**config.mk**
```make
export PLATFORM = sky130hd
export DESIGN_NAME = uart_tx_arbiter
export DESIGN_NICKNAME = d
export VERILOG_FILES = /design/src/rtl/uart_pkg.sv /design/src/rtl/uart_rr_pick.sv /design/src/rtl/uart_tx_arbiter.sv
export SDC_FILE = /design/constraint.sdc
export NUM_CORES = 1
export LEC_CHECK = 0
export CAP_MARGIN = 10
export CORE_AREA = 2 2 58 74
export DETAILED_ROUTE_END_ITERATION = 8
export DIE_AREA = 0 0 60 76
export GPL_ROUTABILITY_DRIVEN = 0
export MAX_ROUTING_LAYER = met4
export PLACE_DENSITY = 0.71
export SYNTH_ARGS = -nofsm -noshare
export SYNTH_HDL_FRONTEND = slang
export SYNTH_SLANG_ARGS = --single-unit
```
**constraint.sdc**
```tcl
create_clock -name clk_50mhz -period 2.75 [get_ports clk_50mhz]
set_clock_uncertainty 0.05 [all_clocks]
set_input_delay 0.55 -clock clk_50mhz [delete_from_list [all_inputs] [get_ports clk_50mhz]]
set_output_delay 0.55 -clock clk_50mhz [all_outputs]
set_load 0.1 [all_outputs]
```
**src/rtl/uart_pkg.sv**
```systemverilog
`default_nettype none
// ============================================================================
//  Module      : uart_pkg
//  Description : Shared constants for the UART transmit arbiter slice.
//                Holds the arbiter FSM state encodings, the reference UART
//                timing (50 MHz clock, 115200 baud) and the default WAIT
//                watchdog limit.
//  Revision    : 1.0 - initial release
// ============================================================================
package uart_pkg;

    // Arbiter FSM state encodings (2-bit)
    localparam logic [1:0] ST_IDLE   = 2'd0;
    localparam logic [1:0] ST_LAUNCH = 2'd1;
    localparam logic [1:0] ST_WAIT   = 2'd2;

    // Reference UART timing
    localparam int CLK_FREQ  = 50000000;
    localparam int BAUD_RATE = 115200;

    // Clocks per bit and per 10-bit frame (start + 8 data + stop)
    localparam int BIT_CYCLES   = CLK_FREQ / BAUD_RATE;
    localparam int FRAME_CYCLES = 10 * BIT_CYCLES;

    // Default WAIT watchdog limit in clk_50mhz cycles
    localparam int DEF_TIMEOUT_CYCLES = 8192;

endpackage : uart_pkg
`default_nettype wire

```
**src/rtl/uart_rr_pick.sv**
```systemverilog
`default_nettype none
// ============================================================================
//  Module      : uart_rr_pick
//  Description : Purely combinational round-robin search. Scans req upward
//                starting at last_ptr+1, wrapping from NUM_REQ-1 to 0, and
//                returns the first asserted index.
//  Ports       : req      in  NUM_REQ  request vector
//                last_ptr in  IDW      index served most recently
//                winner   out IDW      selected requester (0 when !valid)
//                valid    out 1        at least one request asserted
//  Revision    : 1.0 - initial release
// ============================================================================
module uart_rr_pick #(
    parameter int NUM_REQ = 4,
    parameter int IDW     = $clog2(NUM_REQ)
) (
    input  logic [NUM_REQ-1:0] req,
    input  logic [IDW-1:0]     last_ptr,
    output logic [IDW-1:0]     winner,
    output logic               valid
);

    // (base + off) modulo NUM_REQ; off never exceeds NUM_REQ, so a single
    // conditional subtraction is enough.
    function automatic logic [IDW-1:0] f_wrap(input logic [IDW-1:0] base,
                                              input int             off);
        int v_sum;
        v_sum = int'(base) + off;
        if (v_sum >= NUM_REQ) begin
            v_sum = v_sum - NUM_REQ;
        end
        return v_sum[IDW-1:0];
    endfunction

    // Walk from the farthest candidate to the nearest so that the nearest
    // asserted request (lowest offset from last_ptr) is the final assignment.
    always_comb begin
        winner = '0;
        valid  = 1'b0;
        for (int off = NUM_REQ; off >= 1; off--) begin
            if (req[f_wrap(last_ptr, off)]) begin
                winner = f_wrap(last_ptr, off);
                valid  = 1'b1;
            end
        end
    end

endmodule : uart_rr_pick
`default_nettype wire

```
**src/rtl/uart_tx_arbiter.sv**
```systemverilog
`default_nettype none
// ============================================================================
//  Module      : uart_tx_arbiter
//  Description : Round-robin arbiter sharing one UART transmitter among
//                NUM_REQ byte sources. IDLE picks a winner when the
//                transmitter is free, LAUNCH issues a one-cycle tx_start and
//                gnt pulse, WAIT holds the byte until tx_done.
//  Config      : `define UART_ARB_TIMEOUT_EN enables a WAIT watchdog that
//                aborts after TIMEOUT_CYCLES cycles without tx_done and
//                pulses timeout_err. Undefined: no counter, timeout_err = 0.
//  Ports       : clk_50mhz   in   1          clock, rising edge
//                reset       in   1          synchronous, active-high
//                req         in   NUM_REQ    per-requester level request
//                req_data    in   NUM_REQ*8  requester i byte at [8i+7:8i]
//                gnt         out  NUM_REQ    one-hot accept pulse
//                tx_start    out  1          transmitter launch pulse
//                tx_data     out  8          byte to transmit
//                tx_busy     in   1          transmitter busy
//                tx_done     in   1          transmitter finished pulse
//                active_id   out  IDW        requester being served
//                busy        out  1          high in LAUNCH and WAIT
//                timeout_err out  1          watchdog abort pulse
//  Revision    : 1.0 - initial release
// ============================================================================
module uart_tx_arbiter
    import uart_pkg::*;
#(
    parameter int NUM_REQ        = 4,
    parameter int TIMEOUT_CYCLES = DEF_TIMEOUT_CYCLES,
    parameter int IDW            = $clog2(NUM_REQ)
) (
    input  logic                 clk_50mhz,
    input  logic                 reset,
    input  logic [NUM_REQ-1:0]   req,
    input  logic [NUM_REQ*8-1:0] req_data,
    output logic [NUM_REQ-1:0]   gnt,
    output logic                 tx_start,
    output logic [7:0]           tx_data,
    input  logic                 tx_busy,
    input  logic                 tx_done,
    output logic [IDW-1:0]       active_id,
    output logic                 busy,
    output logic                 timeout_err
);

    logic [1:0]         r_state;
    logic [1:0]         w_next_state;
    logic [IDW-1:0]     r_last_ptr;
    logic [IDW-1:0]     r_active_id;
    logic [7:0]         r_tx_data;
    logic [NUM_REQ-1:0] r_gnt;
    logic               r_tx_start;
    logic               r_busy;
    logic               r_timeout_err;

    logic [IDW-1:0]     w_winner;
    logic               w_valid;
    logic               w_wd_expire;
    logic               w_launch;
    logic               w_wait_exit;
    logic [NUM_REQ-1:0] w_gnt_nxt;
    logic               w_tx_start_nxt;
    logic               w_busy_nxt;
    logic               w_timeout_nxt;

    uart_rr_pick #(
        .NUM_REQ (NUM_REQ),
        .IDW     (IDW)
    ) u_rr_pick (
        .req      (req),
        .last_ptr (r_last_ptr),
        .winner   (w_winner),
        .valid    (w_valid)
    );

`ifdef UART_ARB_TIMEOUT_EN
    localparam int c_WD_W = (TIMEOUT_CYCLES > 2) ? $clog2(TIMEOUT_CYCLES) : 1;

    logic [c_WD_W-1:0] r_wd_cnt;

    // Held at zero outside WAIT, so each WAIT visit starts counting from 0.
    always_ff @(posedge clk_50mhz) begin
        if (reset) begin
            r_wd_cnt <= '0;
        end else if (r_state != ST_WAIT) begin
            r_wd_cnt <= '0;
        end else begin
            r_wd_cnt <= r_wd_cnt + c_WD_W'(1);
        end
    end

    assign w_wd_expire = (r_state == ST_WAIT) &&
                         (r_wd_cnt == c_WD_W'(TIMEOUT_CYCLES - 1));
`else
    assign w_wd_expire = 1'b0;
`endif

    // ---------------------------------------------------------------- state
    always_ff @(posedge clk_50mhz) begin
        if (reset) begin
            r_state <= ST_IDLE;
        end else begin
            r_state <= w_next_state;
        end
    end

    // ----------------------------------------------------------- next state
    always_comb begin
        w_next_state = r_state;
        case (r_state)
            ST_IDLE: begin
                if (w_valid && !tx_busy) begin
                    w_next_state = ST_LAUNCH;
                end
            end
            ST_LAUNCH: begin
                w_next_state = ST_WAIT;
            end
            ST_WAIT: begin
                if (tx_done || w_wd_expire) begin
                    w_next_state = ST_IDLE;
                end
            end
            default: begin
                w_next_state = ST_IDLE;
            end
        endcase
    end

    // -------------------------------------------------------------- outputs
    // Outputs are computed one cycle ahead and registered, so tx_start/gnt
    // appear exactly during the LAUNCH cycle and timeout_err during the
    // first IDLE cycle after an abort.
    always_comb begin
        w_launch       = (r_state == ST_IDLE) && (w_next_state == ST_LAUNCH);
        w_wait_exit    = (r_state == ST_WAIT) && (w_next_state == ST_IDLE);
        w_gnt_nxt      = w_launch ? (NUM_REQ'(1) << w_winner) : '0;
        w_tx_start_nxt = w_launch;
        w_busy_nxt     = (w_next_state != ST_IDLE);
        // tx_done in the expiry cycle wins: the transfer completed normally.
        w_timeout_nxt  = w_wait_exit && !tx_done;
    end

    always_ff @(posedge clk_50mhz) begin
        if (reset) begin
            r_gnt         <= '0;
            r_tx_start    <= 1'b0;
            r_tx_data     <= 8'h00;
            r_active_id   <= '0;
            r_busy        <= 1'b0;
            r_timeout_err <= 1'b0;
            // Pointer parked at the top so requester 0 wins first.
            r_last_ptr    <= IDW'(NUM_REQ - 1);
        end else begin
            r_gnt         <= w_gnt_nxt;
            r_tx_start    <= w_tx_start_nxt;
            r_busy        <= w_busy_nxt;
            r_timeout_err <= w_timeout_nxt;
            if (w_launch) begin
                r_active_id <= w_winner;
                r_tx_data   <= req_data[{w_winner, 3'b000} +: 8];
            end
            if (w_wait_exit) begin
                r_last_ptr <= r_active_id;
            end
        end
    end

    assign gnt         = r_gnt;
    assign tx_start    = r_tx_start;
    assign tx_data     = r_tx_data;
    assign active_id   = r_active_id;
    assign busy        = r_busy;
    assign timeout_err = r_timeout_err;

endmodule : uart_tx_arbiter
`default_nettype wire

```
==> impl_metrics.tcl, run 1 <==
set metrics [dict create \
    status "finished clean" \
    avgSynthCellArea_um2 9.71 \
    dpl.hpwl_mm 2.10 \
    powerDensity_nw_per_um2 510 \
    ys_warn_count 0 \
    maxCapViolCount 0 \
    switching_share_pct 37.5 \
    cp-end-kind "register" \
    drive_above_1_share_pct 18.0 \
    syn-cell-area_um2 1130 \
    initial_core_util_pct 28.6 \
    finalSetupViolCount 0 \
    crit_arrival_ns 2.37 \
    period_share_pct 83.0 \
    critPathLaunchType "input pin" \
    fin_util_pct 43.5 \
    clockRootBuffer "clkbuf_8" \
    max_freq_ghz 0.438 \
    die_w_um 60 \
    port_buffers 56 \
    htreeDepth 1 \
    cts_buffers 3 \
    grt_antenna_before_repair 0 \
    syn_nets 156 \
    rows 26 \
    wire_per_inst_um 12.3 \
    final_common_cell "clkdlybuf4s50_1" \
    min_path_cells 2 \
    combPwrFrac_pct 38.3 \
    worst_pin_slew_ns 0.832 \
    clockPowerShare_pct 22.7 \
    wl_mm 2.80 \
    finalHoldViolCount 0 \
    critPathMaxFanout 13 \
    grt_setup_unrepaired "no" \
    finalNetCount 213 \
    via_count 1036 \
    die_area_um2 4560 \
    grt_pass1_vias 1081 \
    fp.coreArea_um2 3940 \
    post_cts_resized 0 \
    pwr-share-seq_pct 39.1 \
    drtAntennaViolNets 0 \
    synth.distinct_cells 31 \
    ys_ff_latch 21 \
    cts.sink_count 21 \
    cts_tree "yes" \
    max_stage_delay_ns 0.66 \
    ff2ff_path_depth 5 \
    grt_overflow 0 \
    cp_cell_sequence "clkdlybuf4s50_1 > nand2b_1 > a21boi_1 > o21ai_2 > mux2i_1 > o211ai_1" \
    layout_common_cells "clkdlybuf4s50_1 (39), dfxtp_1 (21), mux2i_1 (19), buf_4 (18), nor3b_1 (14)" \
    cts.reportedPaths.clkPinSlew_ns 0.07 \
    drc 0 \
    grt_pass1_wl_mm 4.79 \
    p_switching_mw 0.328 \
    power.internal_mw 0.547 \
    slew_headroom_pct 44.5 \
    fillCellCount 395 \
    p_leak_nw 0.679 \
    track_usage_pct 13.8 \
    syn2layout_area_growth_pct 52.2 \
    path_class "input pin to register" \
    cts_setup_buffers 0 \
    tns_ns 0 \
    cts-hold-fix-buffers 0 \
    crit_required_ns 2.84 \
    peakVddDrop_mv 0.210 \
    min_path_type "register to register" \
    antenna_cells 0 \
    insertion_delay_ns 0.25 \
    dr.pass1.iters 4 \
    dpl-instance-area_um2 1670 \
    cts_buffer_depth 2 \
    pin_count 57 \
    chipHeight_um 76 \
    seq_area_frac_synth_pct 37.3 \
    finalPower_mw 0.875 \
    synthCells 116 \
    cp_slowest_cell "o21ai_2" \
    fin_area_um2 1710 \
    avgViaCountPerCell 4.54 \
    grt_max_degree 20 \
    slew_viol_final 0 \
    dr.first_iter.drc_count 20 \
    min_period_ns 2.28 \
]
Yosys cell counts:
library cell  number  share of area [%]
dfxtp_1           21                 37
mux2i_1           19                 17
nor3b_1           14                9.3
nand2_1           10                3.3
nor2_1             8                2.7
o211ai_1           8                5.3
nand2b_1           5                2.8
a21oi_1            2               0.89
buf_4              2                1.3
buf_6              2                2.0
inv_1              2               0.67
nand3b_1           2                1.3
nand4_1            2                1.1
nor3_1             2               0.89
a21boi_1           1               0.67
a21o_2             1               0.78
a21oi_2            1               0.78
a31oi_2            1                1.1
buf_8              1                1.3
conb_1             1               0.33
mux2_2             1                1.0
nand2_2            1               0.56
nand2_4            1                1.0
nand3_1            1               0.44
nor4_4             1                1.9
o21a_1             1               0.67
o21ai_0            1               0.44
o21ai_2            1               0.78
o22a_1             1               0.78
or2_2              1               0.56
or4_4              1                1.0
registers in the layout (all words and copies together) (netlist names):
register and cells:
active_id 2, gnt 4, busy 1, r_last_ptr 2, r_state 2, tx_data 8, tx_start 1, timeout_err 1
area by class of cell:
cell class	count	area (um^2)	area share (%)
well taps	56	70.1	4.09
repair buffers	57	526	30.7
flip-flops and latches	21	420	24.5
multi-input cells	88	646	37.7
inverters	2	7.51	0.438
clock buffers	4	45.0	2.63
critical path, delay by kind of cell:
family,cells,cell delay [ns]
buffers and inverters,1,0.46
AOI/OAI and AO/OA,3,0.91
muxes,1,0.27
and+or+nand+nor,1,0.18
worst paths after layout:
path | startpoint | endpoint | slack [ns]
worst max-delay path | req[2] | tx_data[6] | 0.47
worst min-delay path | active_id[1] | active_id[1] | 0.43
worst max register to register | r_last_ptr[1] | tx_data[6] | 0.86
worst min register to register | active_id[1] | active_id[1] | 0.43
logic make-up after synthesis:
family,synth area share [%]
simple gates,26.9
other cells,0.333
flops,37.3
buf+inv,5.33
compound gates,12.2
mux,17.9
per-stage QoR:
stage	hold WS, ns	cells	setup slack (ns)
6_report	0.433	228	0.467
2_1_floorplan	0.437	116	0.912
3_5_place_dp	0.422	224	0.170
4_1_cts	0.441	228	0.461
3_3_place_gp	0.417	224	0.230
5_1_grt	0.461	228	0.318
power by group through the flow:
stage	logic, mW	registers [mW]	clock network [mW]
floorplan	0.0898	0.492	0
CTS	0.337	0.342	0.212
global route	0.353	0.345	0.216
detailed placement	0.336	0.349	0
global placement	0.333	0.349	0
finish	0.335	0.342	0.198
layer usage:
| layer | wire, um | up-vias | track usage (%) |
|---|---|---|---|
| met4 | 34 | 0 | 4.67 |
| met3 | 159 | 4 | 2.38 |
| met2 | 1350 | 35 | 22.2 |
| met1 | 1260 | 467 | 17.1 |
| met5 | 0 | - | - |
| li1 | - | 530 | - |
Note: power is estimated with default switching activity, not from simulation.
==> run 2, diff against run 1 <==
- clock period: 2.75 -> 2.3 ns (I/O delays scaled with it)
==> impl_metrics.tcl, run 2 (same netlist as run 1, synthesis figures left out) <==
set metrics [dict create \
    critPathMaxFanout 18 \
    finalPower_mw 1.07 \
    fp.coreArea_um2 3940 \
    ff2ff_setup_slack_ns 0.64 \
    cp_slowest_cell "or4_4" \
    cp.depth 6 \
    die_w_um 60 \
    finalSetupViolCount 0 \
    grt_setup_unrepaired "no" \
    grt_antenna_before_repair 0 \
    htreeDepth 1 \
    clockRootBuffer "clkbuf_8" \
    finalHoldViolCount 0 \
    dr.pass1.iters 4 \
    pwr-share-seq_pct 38.0 \
    via_count 1043 \
    cp_cell_sequence "clkdlybuf4s50_1 > or4_4 > nand2_4 > inv_1 > nand2_2 > o211ai_1" \
    switching_share_pct 37.6 \
    grt_overflow 0 \
    critPathLaunchType "input pin" \
    grt-busiest-layer "met2" \
    max_freq_ghz 0.510 \
    tns_ns 0 \
    dr.first_iter.drc_count 49 \
    post_cts_resized 0 \
    final_common_cell "clkdlybuf4s50_1" \
    powerDensity_nw_per_um2 596 \
    clockPowerShare_pct 22.6 \
    grt_max_degree 19 \
    period_share_pct 85.2 \
    cts.reportedPaths.clkPinSlew_ns 0.08 \
    grt_pass1_wl_mm 4.62 \
    critPathBufInv 2 \
    use_met2_pct 18.8 \
    p_switching_mw 0.403 \
    cts_setup_buffers 0 \
    r2r_end "tx_data[0]" \
    initial_core_util_pct 28.6 \
    fin_util_pct 45.7 \
    grt_use_met1_pct 18.0 \
    ff2ff_path_depth 6 \
    antenna_cells 0 \
    path_class "input pin to register" \
    wire_per_inst_um 11.7 \
    combPwrFrac_pct 39.3 \
    peakVddDrop_mv 0.262 \
    crit_required_ns 2.39 \
    path_delay_family "simple AND/OR/NAND/NOR gates" \
    port_buffers 56 \
    drtAntennaViolNets 0 \
    pin_count 57 \
    cts-hold-fix-buffers 0 \
    slew_viol_final 0 \
    cts_buffers 3 \
    syn2layout_area_growth_pct 59.9 \
    chipHeight_um 76 \
    dpl.hpwl_mm 2.21 \
    worst_pin_slew_ns 0.494 \
    cts_tree "yes" \
    max_stage_delay_ns 0.58 \
    largest_register_ffs 8 \
    cts.sink_count 21 \
    min_path_type "register to register" \
    p_leak_nw 0.729 \
    rows 26 \
    finalNetCount 221 \
    fillCellCount 393 \
    insertion_delay_ns 0.26 \
    min_period_ns 1.96 \
    drc 0 \
    layout_common_cells "clkdlybuf4s50_1 (39), buf_4 (24), dfxtp_1 (21), mux2i_1 (19), nor3b_1 (14)" \
    grt_util_met3_pct 2.55 \
    avgViaCountPerCell 4.42 \
    maxCapViolCount 0 \
    slew_headroom_pct 66.8 \
    cp-startpoint "req[1]" \
    cts_buffer_depth 2 \
    track_usage_pct 13.0 \
    drive_above_1_share_pct 22.2 \
    wl_mm 2.75 \
    power.internal_mw 0.669 \
    crit_arrival_ns 2.05 \
    crit_path_end "tx_data[5]" \
    cp-end-kind "register" \
    timing.rr.start "r_last_ptr[1]" \
    die_area_um2 4560 \
    status "finished clean" \
    grt_pass1_vias 1021 \
]
## run 2: power groups by stage
stage	logic, mW	clock network [mW]	registers (mW)
final	0.422	0.243	0.408
after global placement	0.422	0	0.417
after CTS	0.426	0.252	0.409
after global routing	0.447	0.270	0.411
after floorplan	0.107	0	0.588
after detailed placement	0.425	0	0.417
## run 2: stage by stage
stage	hold slack, ns	std cells	setup WS [ns]	area [um^2]
floorplan	0.437	116	0.552	1130
global placement	0.414	232	0.0811	1750
detailed placement	0.423	232	0.0471	1750
CTS	0.435	236	0.317	1800
global route	0.467	236	0.206	1800
finish	0.428	236	0.340	1800
## run 2: per-layer routing
metal / wire length [um] / vias to the layer above
met1: 1250 / 454
met2: 1300 / 37
li1: - / 546
met4: 43 / 0
met3: 166 / 6
met5: 0 / -
## run 2: worst min-delay path by stage
stage | endpoint | start | depth (start not counted)
after floorplan | r_last_ptr[0] | r_last_ptr[0] | 2
after global placement | active_id[1] | active_id[1] | 2
after detailed placement | active_id[1] | active_id[1] | 2
after CTS | active_id[1] | active_id[1] | 2
after global routing | active_id[1] | active_id[1] | 2
final | active_id[1] | active_id[1] | 2
## run 2: final cells by class
cell class | instances | area (um^2) | area share, %
multi-input combinational | 88 | 646 | 35.9
timing repair buffer | 65 | 611 | 33.9
sequential | 21 | 420 | 23.3
tap | 56 | 70.1 | 3.89
clock buffer | 3 | 41.3 | 2.29
inverter | 2 | 7.51 | 0.417
clock inverter | 1 | 5.00 | 0.278
## run 2: tightest hold or removal path: stages (launching register included)
cell and delay (ns):
dfxtp_1 0.33, nand2_1 0.06, a21oi_1 0.05
==> run 3, diff against run 2 <==
- CORE_AREA: 2 2 58 74 -> 2 2 65 67
- DIE_AREA: 0 0 60 76 -> 0 0 67 69
- PLACE_DENSITY: 0.71 -> 0.7
- SKIP_LAST_GASP: default -> 1
- clock period: 2.3 -> 2.1 ns (I/O delays scaled with it)
==> impl_metrics.tcl, run 3 (same netlist as run 1, synthesis figures left out) <==
set metrics [dict create \
    rows 23 \
    dr.pass1.iters 4 \
    stdcell_count 232 \
    crit_required_ns 2.19 \
    max_stage_delay_ns 0.58 \
    dpl-instance-area_um2 1760 \
    cts_tree "yes" \
    antenna_cells 0 \
    peakVddDrop_mv 0.209 \
    via_count 1083 \
    critPathBufInv 2 \
    p_leak_nw 0.736 \
    crit_arrival_ns 2.03 \
    drive_above_1_share_pct 22.5 \
    path_delay_family "simple AND/OR/NAND/NOR gates" \
    cp_cell_sequence "clkdlybuf4s50_1 > or4_4 > nand2_4 > inv_1 > nand2_2 > o211ai_1" \
    cts-hold-fix-buffers 0 \
    grt_overflow 0 \
    max_freq_ghz 0.514 \
    chipHeight_um 69 \
    cts.reportedPaths.clkPinSlew_ns 0.07 \
    fp.coreArea_um2 3910 \
    syn2layout_area_growth_pct 60.4 \
    cp_slowest_cell "or4_4" \
    finalPower_mw 1.18 \
    powerDensity_nw_per_um2 650 \
    dp_cells 228 \
    cp-end-kind "register" \
    grt_pass1_wl_mm 5.21 \
    post_cts_resized 0 \
    track_usage_pct 14.8 \
    min_path_type "register to register" \
    drc 0 \
    die_w_um 67 \
    min_period_ns 1.95 \
    slew_viol_final 0 \
    layout_common_cells "clkdlybuf4s50_1 (39), buf_4 (26), dfxtp_1 (21), mux2i_1 (19), nor3b_1 (14)" \
    avgViaCountPerCell 4.67 \
    fillCellCount 407 \
    dpl.hpwl_mm 2.44 \
    grt_pass1_vias 1167 \
    clockRootBuffer "clkbuf_8" \
    cts.sink_count 21 \
    fin_area_um2 1810 \
    critPathLaunchType "input pin" \
    pin_count 57 \
    grt_max_degree 19 \
    finalNetCount 223 \
    grt_antenna_before_repair 0 \
    status "finished clean" \
    wire_per_inst_um 13.0 \
    initial_core_util_pct 28.8 \
    final_common_cell "clkdlybuf4s50_1" \
    finalHoldViolCount 0 \
    cts_buffer_depth 2 \
    maxCapViolCount 0 \
    largest_register_ffs 8 \
    cts_setup_buffers 0 \
    grt_setup_unrepaired "no" \
    finalSetupViolCount 0 \
    cts_buffers 3 \
    htreeDepth 1 \
    fin_util_pct 46.2 \
    wl_mm 3.01 \
    insertion_delay_ns 0.26 \
    drtAntennaViolNets 0 \
    period_share_pct 92.7 \
    dr.first_iter.drc_count 26 \
    critPathMaxFanout 18 \
    port_buffers 56 \
    path_class "input pin to register" \
    die_area_um2 4620 \
]
run 3: cell types whose count changed in the layout (fill, tap and decap cells not counted):
cell      change
buf_4         +2
clkbuf_1      +1
clkinv_2      -1
run 3: power breakdown:
group | switching (mW) | internal [mW] | total [mW]
Sequential | 0.0191 | 0.429 | 0.448
Combinational | 0.293 | 0.177 | 0.470
Clock | 0.122 | 0.135 | 0.257
Total | 0.435 | 0.741 | 1.18
run 3: tightest hold or removal path: stages, from the launching register on:
cell	delay [ns]
dfxtp_1	0.33
nand2_1	0.06
a21oi_1	0.05
run 3: stage by stage:
stage | hold slack [ns] | setup TNS (ns) | setup slack [ns]
floorplan | 0.437 | 0 | 0.392
global placement | 0.414 | -0.290 | -0.0423
detailed placement | 0.429 | -0.937 | -0.121
CTS | 0.440 | 0 | 0.144
global route | 0.479 | 0 | 0.0397
finish | 0.437 | 0 | 0.154
run 3: layout make-up:
cell class / count / area (um^2) / area share [%]
Sequential cell: 21 / 420 / 23.3
Inverter: 2 / 7.51 / 0.416
Timing Repair Buffer: 67 / 626 / 34.6
Multi-Input combinational cell: 88 / 646 / 35.7
Tap cell: 50 / 62.6 / 3.46
Clock buffer: 4 / 45.0 / 2.49
run 3: worst paths after layout:
check | from | end | slack (ns) | depth (start not counted)
setup / recovery | req[1] | tx_data[4] | 0.15 | 6
hold / removal | active_id[1] | active_id[1] | 0.44 | 2
setup reg to reg | r_last_ptr[1] | tx_data[2] | 0.44 | 6
hold reg to reg | active_id[1] | active_id[1] | 0.44 | 2
run 3: layer usage:
layer,track usage (%),share of wire (%),vias up
li1,-,-,548
met1,18.0,41,481
met2,23.8,49,47
met3,2.94,7.8,7
met4,5.67,1.6,0
met5,-,0,-
